### config.mk
export PLATFORM = sky130hd
export DESIGN_NAME = rand_layout_gen
export DESIGN_NICKNAME = d
export VERILOG_FILES = /design/src/rtl/rand_layout_gen.sv
export SDC_FILE = /design/constraint.sdc
export NUM_CORES = 1
export LEC_CHECK = 0
export BUFFER_PORTS_ARGS = -buffer_cell sky130_fd_sc_hd__buf_4
export CAP_MARGIN = 20
export CORE_UTILIZATION = 45
export DETAILED_ROUTE_END_ITERATION = 10
export GPL_ROUTABILITY_DRIVEN = 0
export PLACE_DENSITY_LB_ADDON = 0.1
export SLEW_MARGIN = 20
export SYNTH_ARGS = -nofsm -noshare
export SYNTH_HDL_FRONTEND = slang
export SYNTH_SLANG_ARGS = --single-unit
### constraint.sdc
create_clock -name i_clk -period 7.45 [get_ports i_clk]
set_input_delay 0.745 -clock i_clk [delete_from_list [all_inputs] [get_ports i_clk]]
set_output_delay 0.745 -clock i_clk [all_outputs]
set_load 0.01 [all_outputs]
### src/rtl/rand_layout_gen.sv
// rand_layout_gen: seeded layout generator for the teeter game.
// Produces MAX_NUM sprite positions (fail holes, then the win hole, then the
// ball start) using a 16-bit Galois LFSR with rejection sampling. The layout is
// packed onto one flat bus that the game controller latches when
// o_data_ready is high.
//
// Optional feature macro: RAND_LAYOUT_SEPARATION_EN
//   defined   - each candidate is checked against every accepted entry, one
//               entry per cycle. A candidate that lands too close is redrawn,
//               up to MAX_TRIES attempts per entry before it is force-accepted
//               (o_relaxed flags this).
//   undefined - candidates are accepted as drawn; o_relaxed is tied low.
module rand_layout_gen #(
  parameter int MAX_NUM     = 9,
  parameter int POS_X_RANGE = 288,
  parameter int POS_Y_RANGE = 148,
  parameter int MIN_DIST    = 32,
  parameter int MAX_TRIES   = 64,
  parameter int COORD_W     = 10
) (
  input  logic                         i_clk,
  input  logic                         i_rst_n,
  input  logic                         i_start,
  input  logic [15:0]                  i_seed,
  output logic [2*COORD_W*MAX_NUM-1:0] o_rand_list,
  output logic                         o_data_ready,
  output logic                         o_busy,
  output logic                         o_relaxed
);

  localparam int IDX_W = (MAX_NUM > 1) ? $clog2(MAX_NUM) : 1;
  localparam int XB    = (POS_X_RANGE > 1) ? $clog2(POS_X_RANGE) : 1;
  localparam int YB    = (POS_Y_RANGE > 1) ? $clog2(POS_Y_RANGE) : 1;
  localparam int K_LAST_I = MAX_NUM - 1;

  localparam logic [15:0]        LFSR_INIT = 16'hACE1;
  localparam logic [15:0]        LFSR_TAPS = 16'hB400;
  localparam logic [COORD_W:0]   X_LIM     = POS_X_RANGE[COORD_W:0];
  localparam logic [COORD_W:0]   Y_LIM     = POS_Y_RANGE[COORD_W:0];
  localparam logic [IDX_W-1:0]   K_LAST    = K_LAST_I[IDX_W-1:0];

  // Reject parameter sets the datapath cannot represent.
  if (MAX_NUM < 1 || MIN_DIST < 1 || MAX_TRIES < 1 ||
      POS_X_RANGE < 1 || POS_Y_RANGE < 1 ||
      POS_X_RANGE > (1 << COORD_W) || POS_Y_RANGE > (1 << COORD_W)) begin : g_bad_cfg
    $error("rand_layout_gen: unsupported parameter combination");
  end

  typedef enum logic [2:0] {
    ST_IDLE,
    ST_SEED,
    ST_GEN_X,
    ST_GEN_Y,
    ST_CHECK,
    ST_ACCEPT,
    ST_DONE
  } state_t;

  // Reset synchronizer: asserts immediately, releases two clocks after i_rst_n rises.
  logic [1:0] rst_sync_q;
  logic       rst_n_int;

  always_ff @(posedge i_clk or negedge i_rst_n) begin
    if (!i_rst_n) begin
      rst_sync_q <= 2'b00;
    end else begin
      rst_sync_q <= {rst_sync_q[0], 1'b1};
    end
  end

  assign rst_n_int = rst_sync_q[1];

  state_t             state_q, state_d;
  logic [15:0]        lfsr_q, lfsr_d;
  logic [15:0]        seed_q, seed_d;
  logic [IDX_W-1:0]   k_q, k_d;
  logic [COORD_W-1:0] cx_q, cx_d;
  logic [COORD_W-1:0] cy_q, cy_d;
  logic [COORD_W-1:0] x_q [MAX_NUM];
  logic [COORD_W-1:0] x_d [MAX_NUM];
  logic [COORD_W-1:0] y_q [MAX_NUM];
  logic [COORD_W-1:0] y_d [MAX_NUM];
  logic               ready_q, ready_d;
  logic               busy_q, busy_d;

  logic [15:0]        lfsr_step;
  logic [COORD_W-1:0] cand_x;
  logic [COORD_W-1:0] cand_y;
  logic               cand_x_ok;
  logic               cand_y_ok;

`ifdef RAND_LAYOUT_SEPARATION_EN
  localparam int TRY_W      = (MAX_TRIES > 1) ? $clog2(MAX_TRIES) : 1;
  localparam int TRY_LAST_I = MAX_TRIES - 1;
  localparam logic [TRY_W-1:0]   TRY_LAST = TRY_LAST_I[TRY_W-1:0];
  localparam logic [COORD_W-1:0] MIN_D    = MIN_DIST[COORD_W-1:0];

  logic [IDX_W-1:0]   j_q, j_d;
  logic [TRY_W-1:0]   tries_q, tries_d;
  logic               relaxed_q, relaxed_d;
  logic [COORD_W-1:0] dx;
  logic [COORD_W-1:0] dy;
  logic               conflict;

  function automatic logic [COORD_W-1:0] abs_diff(input logic [COORD_W-1:0] a,
                                                  input logic [COORD_W-1:0] b);
    return (a > b) ? (a - b) : (b - a);
  endfunction

  // Candidate versus the accepted entry currently being examined.
  assign dx       = abs_diff(cx_q, x_q[j_q]);
  assign dy       = abs_diff(cy_q, y_q[j_q]);
  assign conflict = (dx < MIN_D) && (dy < MIN_D);
`endif

  // One Galois step and the candidate coordinates drawn from the current LFSR value.
  always_comb begin
    lfsr_step = {1'b0, lfsr_q[15:1]} ^ (lfsr_q[0] ? LFSR_TAPS : 16'h0000);
    cand_x = '0;
    cand_x[XB-1:0] = lfsr_q[XB-1:0];
    cand_y = '0;
    cand_y[YB-1:0] = lfsr_q[YB-1:0];
    cand_x_ok = ({1'b0, cand_x} < X_LIM);
    cand_y_ok = ({1'b0, cand_y} < Y_LIM);
  end

  // Next-state logic for the sequencer and all datapath registers.
  always_comb begin
    state_d = state_q;
    lfsr_d  = lfsr_q;
    seed_d  = seed_q;
    k_d     = k_q;
    cx_d    = cx_q;
    cy_d    = cy_q;
    x_d     = x_q;
    y_d     = y_q;
`ifdef RAND_LAYOUT_SEPARATION_EN
    j_d       = j_q;
    tries_d   = tries_q;
    relaxed_d = relaxed_q;
`endif

    case (state_q)
      ST_IDLE, ST_DONE: begin
      end

      ST_SEED: begin
        lfsr_d = (seed_q == 16'h0000) ? LFSR_INIT : seed_q;
        k_d    = '0;
        x_d    = '{default: '0};
        y_d    = '{default: '0};
`ifdef RAND_LAYOUT_SEPARATION_EN
        tries_d   = '0;
        relaxed_d = 1'b0;
`endif
        state_d = ST_GEN_X;
      end

      ST_GEN_X: begin
        lfsr_d = lfsr_step;
        if (cand_x_ok) begin
          cx_d    = cand_x;
          state_d = ST_GEN_Y;
        end
      end

      ST_GEN_Y: begin
        lfsr_d = lfsr_step;
        if (cand_y_ok) begin
          cy_d = cand_y;
`ifdef RAND_LAYOUT_SEPARATION_EN
          if (k_q == '0) begin
            state_d = ST_ACCEPT;
          end else begin
            j_d     = '0;
            state_d = ST_CHECK;
          end
`else
          state_d = ST_ACCEPT;
`endif
        end
      end

`ifdef RAND_LAYOUT_SEPARATION_EN
      ST_CHECK: begin
        if (conflict) begin
          if (tries_q < TRY_LAST) begin
            tries_d = tries_q + 1'b1;
            state_d = ST_GEN_X;
          end else begin
            relaxed_d = 1'b1;
            state_d   = ST_ACCEPT;
          end
        end else if ((j_q + 1'b1) == k_q) begin
          state_d = ST_ACCEPT;
        end else begin
          j_d = j_q + 1'b1;
        end
      end
`endif

      ST_ACCEPT: begin
        x_d[k_q] = cx_q;
        y_d[k_q] = cy_q;
        k_d      = k_q + 1'b1;
`ifdef RAND_LAYOUT_SEPARATION_EN
        tries_d = '0;
`endif
        state_d = (k_q == K_LAST) ? ST_DONE : ST_GEN_X;
      end

      default: begin
        state_d = ST_IDLE;
      end
    endcase

    // A start pulse wins from any state; the old layout is dropped at once.
    if (i_start) begin
      state_d = ST_SEED;
      seed_d  = i_seed;
      x_d     = '{default: '0};
      y_d     = '{default: '0};
`ifdef RAND_LAYOUT_SEPARATION_EN
      relaxed_d = 1'b0;
`endif
    end

    busy_d  = (state_d inside {ST_GEN_X, ST_GEN_Y, ST_CHECK, ST_ACCEPT});
    ready_d = (state_d == ST_DONE);
  end

  // State and datapath registers; outputs are registered copies.
  always_ff @(posedge i_clk or negedge rst_n_int) begin
    if (!rst_n_int) begin
      state_q <= ST_IDLE;
      lfsr_q  <= LFSR_INIT;
      seed_q  <= '0;
      k_q     <= '0;
      cx_q    <= '0;
      cy_q    <= '0;
      x_q     <= '{default: '0};
      y_q     <= '{default: '0};
      ready_q <= 1'b0;
      busy_q  <= 1'b0;
`ifdef RAND_LAYOUT_SEPARATION_EN
      j_q       <= '0;
      tries_q   <= '0;
      relaxed_q <= 1'b0;
`endif
    end else begin
      state_q <= state_d;
      lfsr_q  <= lfsr_d;
      seed_q  <= seed_d;
      k_q     <= k_d;
      cx_q    <= cx_d;
      cy_q    <= cy_d;
      x_q     <= x_d;
      y_q     <= y_d;
      ready_q <= ready_d;
      busy_q  <= busy_d;
`ifdef RAND_LAYOUT_SEPARATION_EN
      j_q       <= j_d;
      tries_q   <= tries_d;
      relaxed_q <= relaxed_d;
`endif
    end
  end

  // Flatten the entry registers onto the result bus: all x first, then all y.
  for (genvar gi = 0; gi < MAX_NUM; gi++) begin : g_pack
    assign o_rand_list[COORD_W*gi +: COORD_W]             = x_q[gi];
    assign o_rand_list[COORD_W*(MAX_NUM+gi) +: COORD_W]   = y_q[gi];
  end

  assign o_data_ready = ready_q;
  assign o_busy       = busy_q;
`ifdef RAND_LAYOUT_SEPARATION_EN
  assign o_relaxed = relaxed_q;
`else
  assign o_relaxed = 1'b0;
`endif

endmodule

# After elaboration in Yosys (flattened, before gate mapping)
# Cells that the tools add are included.
[word_totals]
regBits = 240
output_inout_bits = 183
input_bits = 19
wordCells = 73
[op_classes]
eq_ne = 11
reduce_logical = 11
n_mux = 17
bitwise_logic = 2
order_cmp = 4
add_sub_neg = 1
[op_table]
columns = ["cell", "n"]
rows = [
  ["$pmux 90 s2", 2],
  ["$bwmux 90", 2],
  ["$mux 90", 2],
  ["$demux 10 s4", 1],
  ["$mux 16", 2],
  ["$pmux 16 s2", 1],
  ["$logic_not 16->1", 1],
  ["$xor 15x16->16", 1],
  ["$eq 3x3->1 const B", 5],
  ["$pmux 3 s5", 1],
  ["$eq 3x2->1 const B", 4],
  ["$mux 3", 4],
  ["$mux 10", 1],
  ["$lt 9x9->1 const B", 1],
  ["$lt 8x8->1 const B", 1],
  ["$pmux 4 s2", 1],
  ["$ge 5x5->1 const B", 1],
  ["$lt 5x1->1 const B", 1],
  ["$not 4->5", 1],
  ["$add 4x1->4 const B", 1],
  ["$eq 4x4->1 const B", 1],
  ["$reduce_and 2->1", 2],
  ["$reduce_bool 2->1", 2],
  ["$reduce_bool 4->1", 1],
  ["other kinds (5)", 6],
]

# Logic depth before layout (Yosys ltp)
[logic_depth]
word_depth = 8
depth_mapped = 7
ltp_nobuf = 5

# Least setup slack after synthesis
# OpenSTA, ideal clock, no wires.
[synth_path]
path_type = "input-to-reg"
start = "input port i_start"
end = "register x_q, in the netlist o_rand_list[45]"
required_time_ns = 7.329
path_stages = 7
path_buffers = 4
arrival_time_ns = 1.901
setup_time_ns = 0.121
slack_ns = 5.428
path_cell_list = "buf_4 > and4bb_2 > buf_2 > buf_6 > and2_1 > buf_2 > a22o_1"
[synth_via]
elab_chain_len = 1
word_cells_on_any_way = 2
cone_classes = "1 x mux; 1 x reduce/logical"
[synth_rtl]
columns = ["item", "line", "source"]
rows = [
  ["start, declared", "23", "input logic i_start,"],
  ["$reduce_bool 3->1 (no line) / $mux 90 (equally long branches)", "n/a", ""],
  ["end signal, assigned", "241", "x_q <= '{default: '0};"],
  ["end signal, assigned", "257", "x_q <= x_d;"],
  ["end, declared", "79", "logic [COORD_W-1:0] x_q [MAX_NUM];"],
]
# Several ways; a longest one is shown, not always the timed one.
# A chain may end at the register's enable or synchronous reset.

# Worst setup path after layout
[layout_path]
start = "register state_q[2]"
end = "register x_q, in the netlist o_rand_list[44]"
[layout_via]
elab_chain_len = 3
word_cells_on_any_way = 5
cone_classes = "2 x eq/ne; 2 x mux; 1 x reduce/logical"
[layout_rtl]
columns = ["item", "line", "source"]
rows = [
  ["start, declared", "73", "state_t state_q, state_d;"],
  ["start signal, assigned", "251", "state_q <= state_d;"],
  ["$eq 3x3->1 / $eq 3x1->1 (equally long branches)", "143", "case (state_q)"],
  ["$pmux 90 s2", "143", ""],
  ["$mux 90", "218", "if (i_start) begin"],
]
# Several ways; a longest one is shown, not always the timed one.

==> results.yml <==
layout:
  final_cell_mix: "dfrtp_1 (204), buf_4 (175), a22o_1 (80)"
  area_growth_pct: 22.3
  nets: 821
  drive_gt1_share_pct: 34.0
  diodes: 0
  layout_commonest_cell: "dfrtp_1"
  final_area_um2: 10800
clock_tree:
  post_cts_buffers: 0
  cts_sinks: 213
  cts_root_buf: "clkbuf_16"
  path_clk_slew_ns: 0.06
  cts_buffers: 23
  htreeDepth: 1
  cts_tree: "built"
  clock_latency_ns: 0.50
  clockBufferDepth: 3
global_routing:
  grt_usage_pct: 22.9
  grt_pass1_wl_um: 35600
  grtUsageMet3_pct: 3.10
  grt-ovfl-total: 0
  grt_use_met1_pct: 32.0
  grt_max_degree: 173
  grt.busiest_layer: "met2"
  met2_usage_pct: 37.3
  grt_pass1_vias: 5985
  antenna_found_initial: 0
detailed_routing:
  dr_total_vias: 6093
  ant_nets: 0
  drtIter0Drc: 382
  wl_um: 22700
  drc: 0
  wire_per_inst_um: 21.2
  viasPerCell: 5.67
  drtPass1Iterations: 5
power_and_ir_drop:
  p_comb_share_pct: 14.9
  p_clk_share_pct: 37.9
  power_mw: 3.07
  p_per_area_nw_per_um2: 283
  intPower_mw: 2.17
  power.switching_mw: 0.895
  p_sw_share_pct: 29.2
  seqPwrFrac_pct: 47.2
  power_leakage_nw: 5.20
  ir_drop_v: 0.000185
floorplan:
  core_area_um2: 19000
  core.rowCount: 50
  die_height_um: 142
  io_pins: 202
  die_x_um: 142
  initial_utilization_pct: 46.5
  dieArea_um2: 20200
outcome:
  status: "finished, final reports clean"
synthesis:
  seq_area_frac_synth_pct: 60.3
  ys_seq_elements: 213
  synth_top_cell_by_area: "dfrtp_1"
  synth.area.top_cells: "dfrtp_1 (58%), a22o_1 (7.9%), o2bb2ai_1 (4.4%), a32o_1 (3.2%), mux2_2 (2.9%)"
  ys_warn_count: 0
  syn_area_per_cell_um2: 13.5
  syn_inst: 654
  synth_top_area_share_pct: 58.0
  synth_edf_count: 0
  synth.distinct_cells: 55
  synthFlopType: "dfrtp_1"
  syn-cell-area_um2: 8850
  synthArstFlopShare_pct: 100
placement:
  port_buffers: 173
  hpwlAfterDp_um: 15500
  pre_cts_slack_ns: 4.35
  placed_area_um2: 10000
setup_path:
  start_kind: "flop"
  r2r_slack_ns: 4.83
  worst-setup-path-type: "reg2reg"
  crit_required_ns: 7.88
  r2r_start: "state_q[2]"
  r2r_cells: 3
  cp-end-kind: "flop"
  r2r-end: "o_rand_list[44]"
  crit_fanout: 55
  arrival_ns: 3.05
sta:
  final-hold-violation-count: 0
  tightestPinTransition_ns: 1.07
  min_period_ns: 2.62
  final-setup-viol-count: 0
  tns_ns: 0
  max-slew-margin-rel_pct: 29.0
  whs_ns: 0.303
  setup_slack_ns: 4.83
  rsz0062_at_grt: "no"
  max_freq_mhz: 382
  fin_skew_ns: 0.00942
  drv_slew: 0
  min_period_over_period_pct: 35.2
flow_run:
  drv_cap: 0
hold_path:
  holdCritPathClass: "reg2async"
-- layer usage --
layer | wire, µm | part of all wire, %
met5 | 0 | 0
met4 | 523 | 2.3
met3 | 1140 | 5.0
met2 | 11300 | 50
met1 | 9790 | 43
-- sequential cells by signal, summed over array words and instances (netlist names) --
signal / cells
k_q: 4
o_rand_list: 153
cy_q: 8
seed_q: 16
rst_sync_q: 2
cx_q: 9
lfsr_q: 16
o_busy: 1
o_data_ready: 1
state_q: 3
-- layout make-up --
cell class | count | area, µm²
fill | 1577 | 8190
sequential | 213 | 5340
multi-input combinational | 378 | 3010
timing repair buffer | 177 | 1340
clock buffer | 27 | 631
tap | 260 | 325
clock inverter | 14 | 150
inverter | 5 | 18.8
-- metrics by stage --
step | utilization [%] | cells
finish | 56.9 | 1074
global route | 56.9 | 1074
CTS | 56.9 | 1074
detailed placement | 52.8 | 1032
global placement | 52.8 | 1032
floorplan | - | 681
-- synth_stat cells (2+ instances only) --
library cell    n
dfrtp_1       205
a22o_1         80
o2bb2ai_1      44
nand2_1        36
buf_4          33
a32o_1         28
buf_2          24
mux2_2         23
buf_6          15
nor2_1         15
a21oi_1        11
and2_1         10
clkbuf_1       10
o22ai_1         9
a31oi_1         8
dfstp_2         8
mux2_4          8
o21ai_0         7
o211a_1         6
a311oi_4        5
nand3_1         5
nor2b_1         5
ha_1            4
inv_1           4
nor4_1          4
a211oi_4        3
a21boi_2        3
and3b_1         3
nand2b_1        3
o21ai_1         3
xor2_1          3
clkbuf_2        2
conb_1          2
nor3b_1         2
o211ai_1        2
or3b_1          2
-- kinds of logic after synthesis --
logic type               count (synthesis)  share of synthesized area [%]
XOR/XNOR                                 3                          0.297
other                                    2                         0.0848
adder cells (fa/ha/maj)                  4                          0.565
AND/OR/NAND/NOR                         92                           5.30
multiplexers                            32                           4.40
buffers and inverters                   90                           6.86
flip-flops                             213                           60.3
AO/OA/AOI/OAI                          218                           22.2
-- critical path, stage by stage, from the launching register on --
cell      delay [ns]
dfrtp_1         0.63
and4bb_2        1.02
and2_1          0.63
a22o_1          0.24
-- power by group through the flow --
| stage | Combinational, mW | Clock [mW] | Sequential, mW |
|---|---|---|---|
| global placement | 0.447 | 0 | 1.47 |
| global route | 0.508 | 1.23 | 1.47 |
| detailed placement | 0.458 | 0 | 1.47 |
| finish | 0.456 | 1.16 | 1.45 |
| floorplan | 0.422 | 0 | 1.40 |
| CTS | 0.460 | 1.18 | 1.45 |
-- worst max path at each step --
stage | slack, ns | cells past startpoint | startpoint | endpoint
after floorplan | 1.09 | 0 | rst_sync_q[1] | cx_q[0]
after global placement | 4.39 | 4 | i_start | o_rand_list[127]
after detailed placement | 4.35 | 4 | i_start | o_rand_list[44]
after CTS | 4.85 | 3 | state_q[2] | o_rand_list[44]
after global routing | 4.70 | 3 | state_q[2] | o_rand_list[44]
final | 4.83 | 3 | state_q[2] | o_rand_list[44]
-- timing repair --
action / 4_1_cts / 5_1_grt
endpoints found under the hold margin: 2 / 0
hold buffers: 1 / 0
gates resized for setup: 0 / 0
Note: power is estimated with default switching activity, not from simulation.
